## config.mk

```make
export PLATFORM = sky130hd
export DESIGN_NAME = icestick_afifo_consumer_flat
export DESIGN_NICKNAME = d
export VERILOG_FILES = /design/src/rtl/icestick_afifo_consumer_pkg.sv /design/src/rtl/icestick_afifo_consumer_if.sv /design/src/rtl/icestick_afifo_consumer_seq_checker.sv /design/src/rtl/icestick_afifo_consumer.sv /design/src/flat_wrapper.sv
export SDC_FILE = /design/constraint.sdc
export NUM_CORES = 1
export LEC_CHECK = 0
export CAP_MARGIN = 20
export CORE_ASPECT_RATIO = 2
export CORE_MARGIN = 2
export CORE_UTILIZATION = 40
export DETAILED_ROUTE_END_ITERATION = 6
export GPL_TIMING_DRIVEN = 0
export SYNTH_ARGS = -nofsm -noshare
export SYNTH_HDL_FRONTEND = slang
export SYNTH_SLANG_ARGS = --single-unit
```

## constraint.sdc

```tcl
create_clock -name clk -period 2.25 [get_ports clk]
set_clock_uncertainty 0.15 [all_clocks]
set_input_delay 0.5625 -clock clk [delete_from_list [all_inputs] [get_ports clk]]
set_output_delay 0.5625 -clock clk [all_outputs]
set_load 0.05 [all_outputs]
```

## src/rtl/icestick_afifo_consumer_pkg.sv

```systemverilog
// Shared constants for the Icestick AFIFO bring-up endpoints (producer and consumer).
// Also holds the sequence-checker state encoding and a saturating-count helper.
package icestick_afifo_consumer_pkg;

  // Word width shared with the AFIFO producer; both ends must agree.
  localparam int AFIFO_TEST_W = 12;

  localparam logic [0:0] ST_SEED  = 1'b0;
  localparam logic [0:0] ST_CHECK = 1'b1;

  function automatic logic [7:0] sat_inc8(input logic [7:0] v);
    return (v == 8'hFF) ? v : v + 8'd1;
  endfunction

endpackage

```

## src/rtl/icestick_afifo_consumer_if.sv

```systemverilog
// FIFO read-port bundle between the AFIFO read side (master) and the consumer (slave).
// Handshake: rok is valid and rd is stable while rok=1; r is the pop request, and a word
// transfers on every posedge clk where r=1 and rok=1 (the FIFO pops on that same edge).
interface icestick_afifo_consumer_if
  import icestick_afifo_consumer_pkg::*;
#(
  parameter int W = AFIFO_TEST_W
);
  logic         rok;
  logic [W-1:0] rd;
  logic         r;

  modport master (output rok, output rd, input r);
  modport slave  (input rok, input rd, output r);
endinterface

```

## src/rtl/icestick_afifo_consumer_seq_checker.sv

```systemverilog
// afifo_seq_checker: SEED/CHECK sequence checker that verifies accepted words increment by one,
// capturing the first error and counting errors with saturation.
module afifo_seq_checker
  import icestick_afifo_consumer_pkg::*;
#(
  parameter int W = AFIFO_TEST_W
) (
  input  logic         clk,
  input  logic         rst_n,
  input  logic         accept,
  input  logic [W-1:0] rd,
  output logic         seen,
  output logic         err,
  output logic [7:0]   err_count,
  output logic [W-1:0] err_exp,
  output logic [W-1:0] err_got,
  output logic [0:0]   state_dbg
);

  logic [0:0]   state_q,     state_d;
  logic [W-1:0] exp_q,       exp_d;
  logic         seen_q,      seen_d;
  logic         err_q,       err_d;
  logic [7:0]   err_count_q, err_count_d;
  logic [W-1:0] err_exp_q,   err_exp_d;
  logic [W-1:0] err_got_q,   err_got_d;

  always_comb begin
    state_d     = state_q;
    exp_d       = exp_q;
    seen_d      = seen_q;
    err_d       = err_q;
    err_count_d = err_count_q;
    err_exp_d   = err_exp_q;
    err_got_d   = err_got_q;
    if (accept) begin
      case (state_q)
        ST_SEED: begin
          exp_d   = rd + 1'b1;
          seen_d  = 1'b1;
          state_d = ST_CHECK;
        end
        default: begin
          if (rd == exp_q) begin
            exp_d = exp_q + 1'b1;
          end else begin
            err_d       = 1'b1;
            err_count_d = sat_inc8(err_count_q);
            if (!err_q) begin
              err_exp_d = exp_q;
              err_got_d = rd;
            end
            // Resync on the received word so a single drop is one error, not a burst.
            exp_d = rd + 1'b1;
          end
        end
      endcase
    end
  end

  always_ff @(posedge clk or negedge rst_n) begin
    if (!rst_n) begin
      state_q     <= ST_SEED;
      exp_q       <= '0;
      seen_q      <= 1'b0;
      err_q       <= 1'b0;
      err_count_q <= 8'd0;
      err_exp_q   <= '0;
      err_got_q   <= '0;
    end else begin
      state_q     <= state_d;
      exp_q       <= exp_d;
      seen_q      <= seen_d;
      err_q       <= err_d;
      err_count_q <= err_count_d;
      err_exp_q   <= err_exp_d;
      err_got_q   <= err_got_d;
    end
  end

  assign seen      = seen_q;
  assign err       = err_q;
  assign err_count = err_count_q;
  assign err_exp   = err_exp_q;
  assign err_got   = err_got_q;
  assign state_dbg = state_q;

endmodule

```

## src/rtl/icestick_afifo_consumer.sv

```systemverilog
// Read-side AFIFO test endpoint: paces pops, checks the incrementing sequence and
// drives word-count / heartbeat status for LEDs or a logic analyser.
module icestick_afifo_consumer
  import icestick_afifo_consumer_pkg::*;
#(
  parameter int W         = AFIFO_TEST_W,
  parameter int PACE_LOG2 = 0,
  parameter int HB_LOG2   = 8
) (
  input  logic                            clk,
  input  logic                            rst_n,
  icestick_afifo_consumer_if.slave        fifo,
  output logic                            seen,
  output logic                            err,
  output logic [7:0]                      errCount,
  output logic [W-1:0]                    errExp,
  output logic [W-1:0]                    errGot,
  output logic [15:0]                     wordCount,
  output logic                            heartbeat,
  output logic [0:0]                      dbg_state
);

  logic        pace_hit;
  logic        hb_hit;
  logic        accept;
  logic [15:0] word_count_q, word_count_d;
  logic        heartbeat_q,  heartbeat_d;

  if (PACE_LOG2 == 0) begin : g_no_pace
    assign pace_hit = 1'b1;
  end else begin : g_pace
    logic [PACE_LOG2-1:0] pace_q, pace_d;
    // Free-running: pops do not realign the pace window.
    always_comb pace_d = pace_q + 1'b1;
    always_ff @(posedge clk or negedge rst_n) begin
      if (!rst_n) pace_q <= '0;
      else        pace_q <= pace_d;
    end
    assign pace_hit = &pace_q;
  end

  // rst_n in the gate drops the pop strobe the instant reset asserts.
  assign fifo.r = fifo.rok & pace_hit & rst_n;
  assign accept = fifo.r;

  always_comb begin
    word_count_d = word_count_q;
    if (accept) word_count_d = word_count_q + 16'd1;
  end

  if (HB_LOG2 == 0) begin : g_hb_every
    assign hb_hit = 1'b1;
  end else begin : g_hb_div
    assign hb_hit = (word_count_d[HB_LOG2-1:0] == '0);
  end

  always_comb begin
    heartbeat_d = heartbeat_q;
    if (accept && hb_hit) heartbeat_d = ~heartbeat_q;
  end

  always_ff @(posedge clk or negedge rst_n) begin
    if (!rst_n) begin
      word_count_q <= 16'd0;
      heartbeat_q  <= 1'b0;
    end else begin
      word_count_q <= word_count_d;
      heartbeat_q  <= heartbeat_d;
    end
  end

  afifo_seq_checker #(.W(W)) u_checker (
    .clk       (clk),
    .rst_n     (rst_n),
    .accept    (accept),
    .rd        (fifo.rd),
    .seen      (seen),
    .err       (err),
    .err_count (errCount),
    .err_exp   (errExp),
    .err_got   (errGot),
    .state_dbg (dbg_state)
  );

  assign wordCount = word_count_q;
  assign heartbeat = heartbeat_q;

endmodule

```

## src/flat_wrapper.sv

```systemverilog
// flat-port wrapper written by rule: the top's interface ports become plain ports
module icestick_afifo_consumer_flat import icestick_afifo_consumer_pkg::*;
#(
  parameter int W         = AFIFO_TEST_W,
  parameter int PACE_LOG2 = 0,
  parameter int HB_LOG2   = 8
)
  (clk, rst_n, seen, err, errCount, errExp, errGot, wordCount, heartbeat, dbg_state, fifo_rok, fifo_rd, fifo_r);
  icestick_afifo_consumer_if #(.W(W)) fifo_i ();
  input  logic clk;
  input  logic rst_n;
  output logic seen;
  output logic err;
  output logic [7:0] errCount;
  output logic [W-1:0] errExp;
  output logic [W-1:0] errGot;
  output logic [15:0] wordCount;
  output logic heartbeat;
  output logic [0:0] dbg_state;
  input wire logic [$bits(fifo_i.rok)-1:0] fifo_rok;
  input wire logic [$bits(fifo_i.rd)-1:0] fifo_rd;
  output wire logic [$bits(fifo_i.r)-1:0] fifo_r;
  assign fifo_i.rok = fifo_rok;
  assign fifo_i.rd = fifo_rd;
  assign fifo_r = fifo_i.r;
  icestick_afifo_consumer #(.W(W), .PACE_LOG2(PACE_LOG2), .HB_LOG2(HB_LOG2)) u_core (.clk(clk), .rst_n(rst_n), .fifo(fifo_i), .seen(seen), .err(err), .errCount(errCount), .errExp(errExp), .errGot(errGot), .wordCount(wordCount), .heartbeat(heartbeat), .dbg_state(dbg_state));
endmodule
```

==> run metrics, run 1 <==
worst vdd ir=813 uV; Max Freq=0.451 GHz; CP Capture Type=primary output; synth unique cells=43; Worst Tran Pin Value=0.630 ns; Seq/Total Area, Yosys=48.5%; Post-DP Area=0.00407 sq mm; register area=around 0.0016 sq mm; final hold violations=0; final core utilization=about 56%; CP cell instances=clkdlybuf4s50_1; clock slew at the register clock pins of the worst setup and hold paths=0.05 ns; DR DRC count=0; vias in the first global route=2,609; status=complete, no violations; DR vias/cell=between 5 and 6; crit-path max cell delay=0.82 ns; Placed Instances=454; n_diodes=0; Initial DRT Pass Iterations=4; overall routing resource usage=19.7%; Worst path top cell family by delay=buffers and inverters; fill cell count=722; Cells after Synth=293; core area=0.00800 sq mm; FF-to-FF setup slack=0.09 ns; vias post-DR=2,495; die area=0.00905 sq mm; Startpoint Class=flop; syn_nets=around 310; root buffer cell=clkbuf_16; Leakage=0.00213 uW; routed wire length=8150 um; Period minus WS final=2.22 ns; Slowest-stage cell, CP=clkdlybuf4s50_1; CTS tree=built; number of buffers and inverters on the critical path=1; Area Overhead vs Synth=36.8%; final worst path period share=98.5%; initial core utilization=41.3%; unrepaired setup endpoints after global routing=no; Die H=133 um; CP Class=reg -> out; Yosys Warn Count=0; clk buf depth=2; Final Non-Filler Cells=roughly 480; chip width=around 70 um; Hold Crit Class=in -> async; # IOs=slightly below 70; num rows=46; # clock sinks=64; layout cell share with drive strength beyond 1=20.9%; max-slew violations=0; critical path depth=1; reg2reg end=u_core.u_checker.err_exp[4]$_DFFE_PN0P_; first-pass GRT wire length=13,100 um; mapped cell area=0.00330 sq mm; design area=0.00452 sq mm; clk_lat worst skew=0.33 ns; register bit count reported by yosys=64; Avg Inst Size Synth=roughly 11 sq um; area occupied by multi-input gates=around 0.0016 sq mm; wire per inst=17.1 um; Critical Path AT=1.50 ns; Critical Path RT=1.54 ns; max cap viols=0; Max H-tree Level=3; reg2reg start=u_core.u_checker.exp_q[8]$_DFFE_PN0P_; pin count of the biggest net entering global routing=67; final setup fails=0; Hold Worst Slack=about 0.0095 ns; gr ovfl total=0; GP Congestion=0.795; DP HPWL=5980 um; Slew HR=a little under 60%; First DRT Iteration DRCs=between 100 and 150; pwr dens=roughly 1000 mW/mm^2; Final nets=just under 400; initial antenna violation count=0; TritonCTS Buffers=9; Register-to-Register Path Depth=7; antenna viol nets, final=0; crit path max fanout=2; Buffers on Ports=65
[cell type report]
| class | instances | share of cell area [%] |
|---|---|---|
| multi-input cells | 213 | 36.2 |
| flip-flops and latches | 64 | 35.5 |
| repair buffers | 74 | 16.2 |
| clock buffers | 13 | 5.76 |
| well taps | 96 | 2.66 |
| plain buffers | 10 | 2.44 |
| clock inverters | 3 | 0.886 |
| inverters | 5 | 0.415 |
[report_power, final]
part / total [uW] / internal [uW] / leakage, uW / switching [uW]
Clock: 1390 / 914 / 0.000150 / 477
Combinational: 1530 / 546 / 0.00118 / 988
Sequential: 1610 / 1370 / 0.000796 / 236
Total: 4530 / 2830 / 0.00213 / 1700
[through the flow]
stage,setup TNS (ns),worst slack (ns),power (uW)
after detailed placement,-33.42,-1.57,3210
after CTS,0,0.00217,4580
after global placement,-282.55,-3.82,3190
after global routing,0,0.000447,4730
final,0,0.0334,4530
after floorplan,0,0.0144,2630
[worst max path at each step]
stage,startpoint,endpoint,slack [ns]
global route,u_core.wordCount[15]$_DFFE_PN0P_,wordCount[15],0.0004
detailed placement,rst_n,fifo_r,-1.57
finish,u_core.u_checker.err_got[0]$_DFFE_PN0P_,errGot[0],0.03
CTS,u_core.wordCount[10]$_DFFE_PN0P_,wordCount[10],0.002
global placement,rst_n,fifo_r,-3.82
floorplan,fifo_rd[3],u_core.u_checker.err_exp[10]$_DFFE_PN0P_,0.01
[routing by layer]
metal	track usage [%]	vias up	share of wire, %	routed length, um
li1	-	1198	-	-
met1	21.3	1206	37	3020
met2	34.1	71	55	4520
met3	4.51	20	3.8	306
met4	10.4	0	3.8	306
met5	0	-	0	0
[cell usage in the layout, fill, tap and decap left out, types with 3 or more instances in the layout]
| cell type | count |
|---|---|
| a21oi_1 | 15 |
| and3_1 | 4 |
| o21ai_0 | 4 |
| mux2_4 | 20 |
| nor2_1 | 20 |
| nand3_1 | 17 |
| ha_1 | 4 |
| xor2_1 | 25 |
| clkbuf_16 | 11 |
| dlymetal6s2s_1 | 6 |
| nor3_1 | 8 |
| nand2b_1 | 3 |
| o22a_1 | 5 |
| nand4_1 | 6 |
| and4_1 | 5 |
| mux2_2 | 6 |
| nand2_1 | 21 |
| dfrtp_2 | 3 |
| inv_1 | 4 |
| nor3b_1 | 3 |
| a31oi_1 | 3 |
| dlygate4sd2_1 | 27 |
| buf_2 | 5 |
| xnor2_1 | 17 |
| buf_4 | 8 |
| clkdlybuf4s50_1 | 23 |
| dfrtp_1 | 61 |
| buf_12 | 3 |
| clkbuf_1 | 4 |
[cells in the mapped netlist, drive strengths merged]
cell	instances	area, sq um
dfrtp	64	1600
xor2	27	236
mux2	26	368
nand2	22	82.6
nor2	21	86.3
nand3	19	113
xnor2	17	149
a21oi	15	75.1
nor3	9	45.0
buf	8	70.1
nand4	6	37.5
and4	5	43.8
inv	5	18.8
o21ai	5	25.0
o22a	5	43.8
and3	4	25.0
ha	4	50.1
nor4	4	43.8
a31oi	3	18.8
and2	3	20.0
clkbuf	3	11.3
nand2b	3	18.8
nor3b	3	22.5
o2bb2ai	2	17.5
a21o	1	7.51
a2bb2oi	1	8.76
mux2i	1	10.0
nand4b	1	8.76
nor4b	1	8.76
o211ai	1	7.51
o21a	1	7.51
o22ai	1	6.26
o31a	1	8.76
or4	1	7.51
[state kept, by name, summed over array words and instances, names as in the netlist]
| name | count |
|---|---|
| u_core.wordCount | 16 |
| u_core.heartbeat | 1 |
| u_core.u_checker.err_exp | 12 |
| u_core.u_checker.err_count | 8 |
| u_core.u_checker.err_got | 12 |
| u_core.u_checker.state_dbg | 1 |
| u_core.u_checker.exp_q | 12 |
| u_core.u_checker.seen | 1 |
| u_core.u_checker.err | 1 |
[logic make-up after synthesis]
family / count (synthesis) / synth area share (%)
DFF: 64 / 48.5
and+or+nand+nor: 102 / 17.0
adders and majority gates: 4 / 1.51
muxes: 27 / 11.4
buffers and inverters: 16 / 3.03
xor gates and xnor gates: 44 / 11.7
AOI/OAI and AO/OA: 36 / 6.85
[timing repair]
| action | 4_1_cts | 5_1_grt |
|---|---|---|
| gates cloned | 0 | 1 |
| endpoints found under the hold margin | 64 | 64 |
| setup endpoints to repair | 72 | 40 |
| gates resized for setup | 67 | 23 |
| buffers inserted | 6 | 0 |
| pin swaps | 6 | 7 |
(Power assumes the default switching activity.)
==> run 2: changes to the inputs <==
Settings changed: SYNTH_HIERARCHICAL from default to 1.
==> run metrics, run 2 <==
status=complete, no violations; antenna viol nets, final=0 (unchanged); Worst Tran Pin Value=0.635 ns (+0.00547 ns); die area=0.00935 sq mm (+3.4%); final hold violations=0 (unchanged); # IOs=68 (unchanged); Slowest-stage cell, CP=clkdlybuf4s50_1; Cells after Synth=299 (+2.0%); synth cell count leaders=64 x dfrtp_1, 31 x xor2_1, 22 x nand2_1; Area Overhead vs Synth=40.7%; gr ovfl total=0 (unchanged); synth unique cells=41 (-4.7%); DR vias/cell=5.24 (+0.31%); core area=0.00829 sq mm (+3.6%); commonest non-fill, non-tap cell in the layout=dfrtp_1; DR DRC count=0 (unchanged); Avg Inst Size Synth=11.4 sq um (+1.4%); Initial DRT Pass Iterations=6 (+2); most frequent cells in the layout=59 x dfrtp_1, 27 x clkdlybuf4s50_1, 24 x dlygate4sd2_1, 20 x nand2_1, 20 x mux2_4; root buffer cell=clkbuf_16; TritonCTS Buffers=9 (unchanged); initial core utilization=41.3% (-0.049 points); DP HPWL=5930 um (-0.94%); top-count cell post-synth=dfrtp_1; CP Capture Type=primary output; Final nets=412 (+4.0%); number of buffers and inverters on the critical path=1 (unchanged); pin count of the biggest net entering global routing=69 (+3.0%); clk buf depth=2 (unchanged); Slew HR=57.6% (about the same); Yosys Warn Count=6 (+6); pwr dens=1090 mW/mm^2 (+9.1%); Leakage=0.00228 uW (+7.2%); # clock sinks=64 (unchanged); num rows=47 (+2.2%); vias post-DR=2,597 (+4.1%); crit path max fanout=2 (unchanged); vias in the first global route=2,652 (+1.6%); Die H=135 um (+1.7%); crit-path max cell delay=0.81 ns (about the same); mapped cell area=0.00342 sq mm (+3.5%); Seq/Total Area, Yosys=46.8% (-1.6 points); Worst path top cell family by delay=buffers and inverters; Post-synth top flop=dfrtp_1; max cap viols=0 (unchanged); CTS tree=built; clk_lat worst skew=0.32 ns (about the same); Post-synth ARST share=100% (unchanged); Critical Path AT=1.49 ns (about the same); Hold Crit Class=in -> async; Startpoint Class=flop; Max Freq=0.453 GHz (+0.46%); Yosys top cell by area=dfrtp_1; max reg flops=16 (unchanged); CP cell instances=clkdlybuf4s50_1; Post-synth EDFFs=0 (unchanged); overall routing resource usage=18.6% (-1.1 points); clock slew at the register clock pins of the worst setup and hold paths=0.06 ns (about the same); design area=0.00481 sq mm (+6.5%); Buffers on Ports=66 (+1.5%); largest cells by area after synthesis=dfrtp_1 47%, mux2_4 8.8%, xor2_1 7.9%; Max H-tree Level=3 (unchanged); CP Class=reg -> out; GP Congestion=0.850 (+6.9%); n_diodes=0 (unchanged); total power=5260 uW (+16%); max-slew violations=0 (unchanged); worst vdd ir=1070 uV (+31%); wire per inst=17.2 um (+0.67%); Synth top area share=46.8% (-1.6 points); layout cell share with drive strength beyond 1=27.1% (+6.2 points); first-pass GRT wire length=13,600 um (+4.1%); final setup fails=0 (unchanged); Critical Path RT=1.54 ns (about the same); initial antenna violation count=0 (unchanged); Post-DP Area=0.00421 sq mm (+3.3%); routed wire length=8520 um (+4.5%); register bit count reported by yosys=64 (unchanged); First DRT Iteration DRCs=165 (+28%); syn_nets=318 (+1.9%); final worst path period share=98.1% (-0.45 points); total negative slack=0 ns (unchanged); chip width=69.4 um (+1.6%); Period minus WS final=2.21 ns (-0.0101 ns)
## run 2: cell types whose count changed after synthesis, moves of 5 or more
cell,delta
a21oi_1,-13
inv_1,+9
mux2i_1,+9
nor2_1,-8
a22oi_1,+7
o21ai_0,+5
o22a_1,-5
## run 2: cells by family (layout without fill, tap and decap cells)
| family | Yosys count | after routing | share of synthesized area [%] |
|---|---|---|---|
| adder cells (fa/ha/maj) | 4 | 4 | 1.46 |
| buffers and inverters | 26 | 125 | 4.68 |
| AO/OA/AOI/OAI | 23 | 23 | 4.17 |
| AND/OR/NAND/NOR | 98 | 98 | 16.8 |
| multiplexers | 37 | 37 | 14.0 |
| flip-flops | 64 | 64 | 46.8 |
| XOR/XNOR | 47 | 47 | 12.0 |
## run 2: repair_timing
action                                  CTS  global route
buffers inserted                         10             4
gates resized for setup                  64            29
hold endpoints to repair                 64            64
pin swaps                                11             4
cloned                                    0             2
endpoints found under the setup margin   71            40
## run 2: worst paths after layout
path	start	to	slack (ns)	cells past startpoint
max	u_core/wordCount[2]$_DFF_PN0_	wordCount[2]	0.04	1
min	rst_n	u_core/wordCount[5]$_DFF_PN0_	0.02	2
max reg2reg	u_core/u_checker/exp_q[9]$_DFFE_PN0P_	u_core/u_checker/exp_q[6]$_DFFE_PN0P_	0.08	6
min reg2reg	u_core/heartbeat$_DFFE_PN0P_	u_core/heartbeat$_DFFE_PN0P_	0.31	1
max in group asynchronous	rst_n	u_core/u_checker/exp_q[2]$_DFFE_PN0P_	1.18	2
min in group clk	u_core/heartbeat$_DFFE_PN0P_	u_core/heartbeat$_DFFE_PN0P_	0.31	1
## run 2: layer usage
metal	vias up	share of wire (%)	track usage (%)
li1	1226	-	-
met1	1262	37	20.5
met2	89	54	33.3
met3	20	5.7	4.55
met4	0	3.1	8.93
met5	-	0	0
## run 2: area by class of cell
cell class	instances	area [sq um]
multi-input cells	209	1770
clock buffers	10	239
flip-flops and latches	64	1610
plain buffers	11	113
inverters	14	56.3
well taps	98	123
fillers	720	3480
repair buffers	84	811
clock inverters	6	92.6
## run 2: through the flow
stage | setup slack [ns] | hold slack, ns | util [%] | instances
detailed placement | -1.03 | 0.301 | 50.7 | 463
CTS | 0.00139 | -0.0216 | 56.6 | 489
global placement | -3.32 | 0.291 | 50.8 | 463
floorplan | 0.0363 | 0.117 | - | 299
global route | -0.00147 | 0.0352 | 58.1 | 496
finish | 0.0435 | 0.0243 | 58.1 | 496
## run 2: report_power, final
| part | internal (uW) | switching [uW] |
|---|---|---|
| logic | 766 | 1290 |
| registers | 1420 | 269 |
| clock network | 1000 | 512 |
| total | 3190 | 2070 |
==> run 3: changes to the inputs <==
Clock period 2.25 ns to 2.07 ns, I/O delays scaled along.
==> run metrics, run 3 (synthesis results as in run 2) <==
Die H=135 um (unchanged); Placed Instances=463 (unchanged); pwr dens=1150 mW/mm^2 (+5.5%); Switch Pwr=2290 uW (+10%); final hold violations=0 (unchanged); clock network fraction of design power=31.2% (+2.4 points); final setup margin=-0.0965 ns (-0.140 ns); Worst Tran Pin Value=0.612 ns (-0.0232 ns); # clock sinks=64 (unchanged); Max Freq=0.462 GHz; status=finished, violations left; Hold Crit Class=reg -> reg; commonest non-fill, non-tap cell in the layout=dlygate4sd2_1; Area Overhead vs Synth=49.3%; CP Class=reg -> reg; final setup fails=30 (+30); gr ovfl total=0 (unchanged); Max H-tree Level=3 (unchanged); final worst path period share=105%; First DRT Iteration DRCs=128 (-22%); overall routing resource usage=20.7% (+2.1 points); layout cell share with drive strength beyond 1=35.2% (+8.0 points); pin count of the biggest net entering global routing=69 (unchanged); clk buf depth=2 (unchanged); clk_lat worst skew=0.33 ns (about the same); Leakage=0.00243 uW (+6.5%); vias in the first global route=2,843 (+7.2%); design area=0.00511 sq mm (+6.1%); switching power share of the total=38.9% (-0.54 points); CP Capture Type=flop; Flop pwr share=31.1% (-1.0 points); DP HPWL=6090 um (+2.8%); initial antenna violation count=0 (unchanged); Int Power=3600 uW (+13%); worst vdd ir=791 uV (-26%); Critical Path RT=2.14 ns (+0.60 ns); Initial DRT Pass Iterations=4 (-2); first-pass GRT wire length=14,900 um (+9.2%); CTS tree=built; Final nets=429 (+4.1%); antenna viol nets, final=0 (unchanged); most frequent cells in the layout=54 x dlygate4sd2_1, 51 x dfrtp_1, 22 x buf_4, 22 x mux2_4; crit path max fanout=3 (+1); chip width=69.4 um (unchanged); max reg flops=16 (unchanged); root buffer cell=clkbuf_16; Final Non-Filler Cells=513 (+3.4%); DR vias/cell=5.24 (about the same); max cap viols=0 (unchanged); die area=0.00935 sq mm (unchanged); unrepaired setup endpoints after global routing=yes; Period minus WS final=between 2 and 2.5 ns; Critical Path AT=2.23 ns (+0.74 ns); TritonCTS Buffers=9 (unchanged); failing checks=negative setup slack; core area=0.00829 sq mm (unchanged); wire per inst=18.5 um (+7.8%); clock slew at the register clock pins of the worst setup and hold paths=0.05 ns (about the same); vias post-DR=2,686 (+3.4%); Buffers on Ports=66 (unchanged); Post-DP Area=0.00422 sq mm (+0.30%); # IOs=68 (unchanged); Slew HR=59.2% (+1.5 points); routed wire length=9500 um (+12%); GP Congestion=0.859 (+1.1%); DR DRC count=0 (unchanged); initial core utilization=41.3% (unchanged); max-slew violations=0 (unchanged); Comb pwr share=37.8% (-1.3 points); Startpoint Class=flop; n_diodes=0 (unchanged); num rows=47 (unchanged)
==> run 3: changes by cell type in the layout (fill, tap and decap cells not counted), sizes merged <==
cell	delta
buf	+20
bufinv	+1
clkbuf	-2
clkdlybuf4s15	+1
clkdlybuf4s50	-27
clkinv	-1
clkinvlp	-2
dlygate4sd2	+30
dlygate4sd3	+1
dlymetal6s2s	-4
==> run 3: path summary, 6_finish.rpt <==
kind                                                       start                                        end  slack [ns]  depth (start not counted)
setup / recovery           u_core/u_checker/exp_q[0]$_DFFE_PN0P_  u_core/u_checker/err_count[1]$_DFFE_PN0P_        -0.1                          9
hold / removal                      u_core/heartbeat$_DFFE_PN0P_               u_core/heartbeat$_DFFE_PN0P_        0.31                          1
setup reg to reg           u_core/u_checker/exp_q[0]$_DFFE_PN0P_  u_core/u_checker/err_count[1]$_DFFE_PN0P_        -0.1                          9
min in group asynchronous                                  rst_n           u_core/wordCount[11]$_DFFE_PN0P_        0.56                          2
hold reg to reg                     u_core/heartbeat$_DFFE_PN0P_               u_core/heartbeat$_DFFE_PN0P_        0.31                          1
max in group asynchronous                                  rst_n  u_core/u_checker/err_count[0]$_DFFE_PN0P_        0.98                          3
==> run 3: what timing repair did <==
item,in CTS,in global routing
setup buffers,23,7
cloned,2,2
setup endpoints to repair,108,44
gates resized for setup,138,32
pin swaps,9,9
hold endpoints to repair,64,64
==> run 3: worst max-delay path, stage by stage (launching register included) <==
cell     delay [ns]
dfrtp_2        0.44
xor2_4         0.17
nor4_2         0.07
buf_4          0.15
a31o_1         0.22
buf_6          0.13
buf_4          0.13
buf_6          0.12
nor2_4         0.13
mux2_2         0.34
==> run 3: area by class of cell <==
cell class | count | area (sq um)
well taps | 98 | 123
flip-flops and latches | 64 | 1620
clock buffers | 12 | 267
clock inverters | 4 | 98.8
plain buffers | 9 | 96.3
repair buffers | 103 | 980
inverters | 14 | 56.3
fillers | 701 | 3180
multi-input cells | 209 | 1870
==> run 3: routing by layer <==
layer	global-route usage, %	up-vias	part of all wire (%)
li1	-	1261	-
met1	21.2	1330	36
met2	39.1	77	57
met3	4.10	18	3.6
met4	10.5	0	2.9
met5	0	-	0
==> run 3: power by group through the flow <==
stage | combinational [uW] | clock (uW) | sequential (uW)
5_1_grt | 2340 | 1920 | 1880
3_3_place_gp | 2210 | 0 | 1850
4_1_cts | 2180 | 1860 | 1830
2_1_floorplan | 654 | 0 | 2670
6_report | 2220 | 1840 | 1830
3_5_place_dp | 2240 | 0 | 1850
==> run 3: metrics by stage <==
step	hold slack [ns]	worst slack, ns	utilization, %	total power [uW]	setup TNS (ns)
after floorplan	0.0719	-0.0920	-	3330	-1.86
after global placement	0.305	-3.44	50.9	4070	-320.45
after detailed placement	0.306	-1.15	50.9	4090	-48.23
after CTS	-0.0792	-0.0678	59.0	5880	-1.19
after global routing	0.325	-0.172	61.6	6140	-4.95
final	0.307	-0.0965	61.6	5890	-2.13
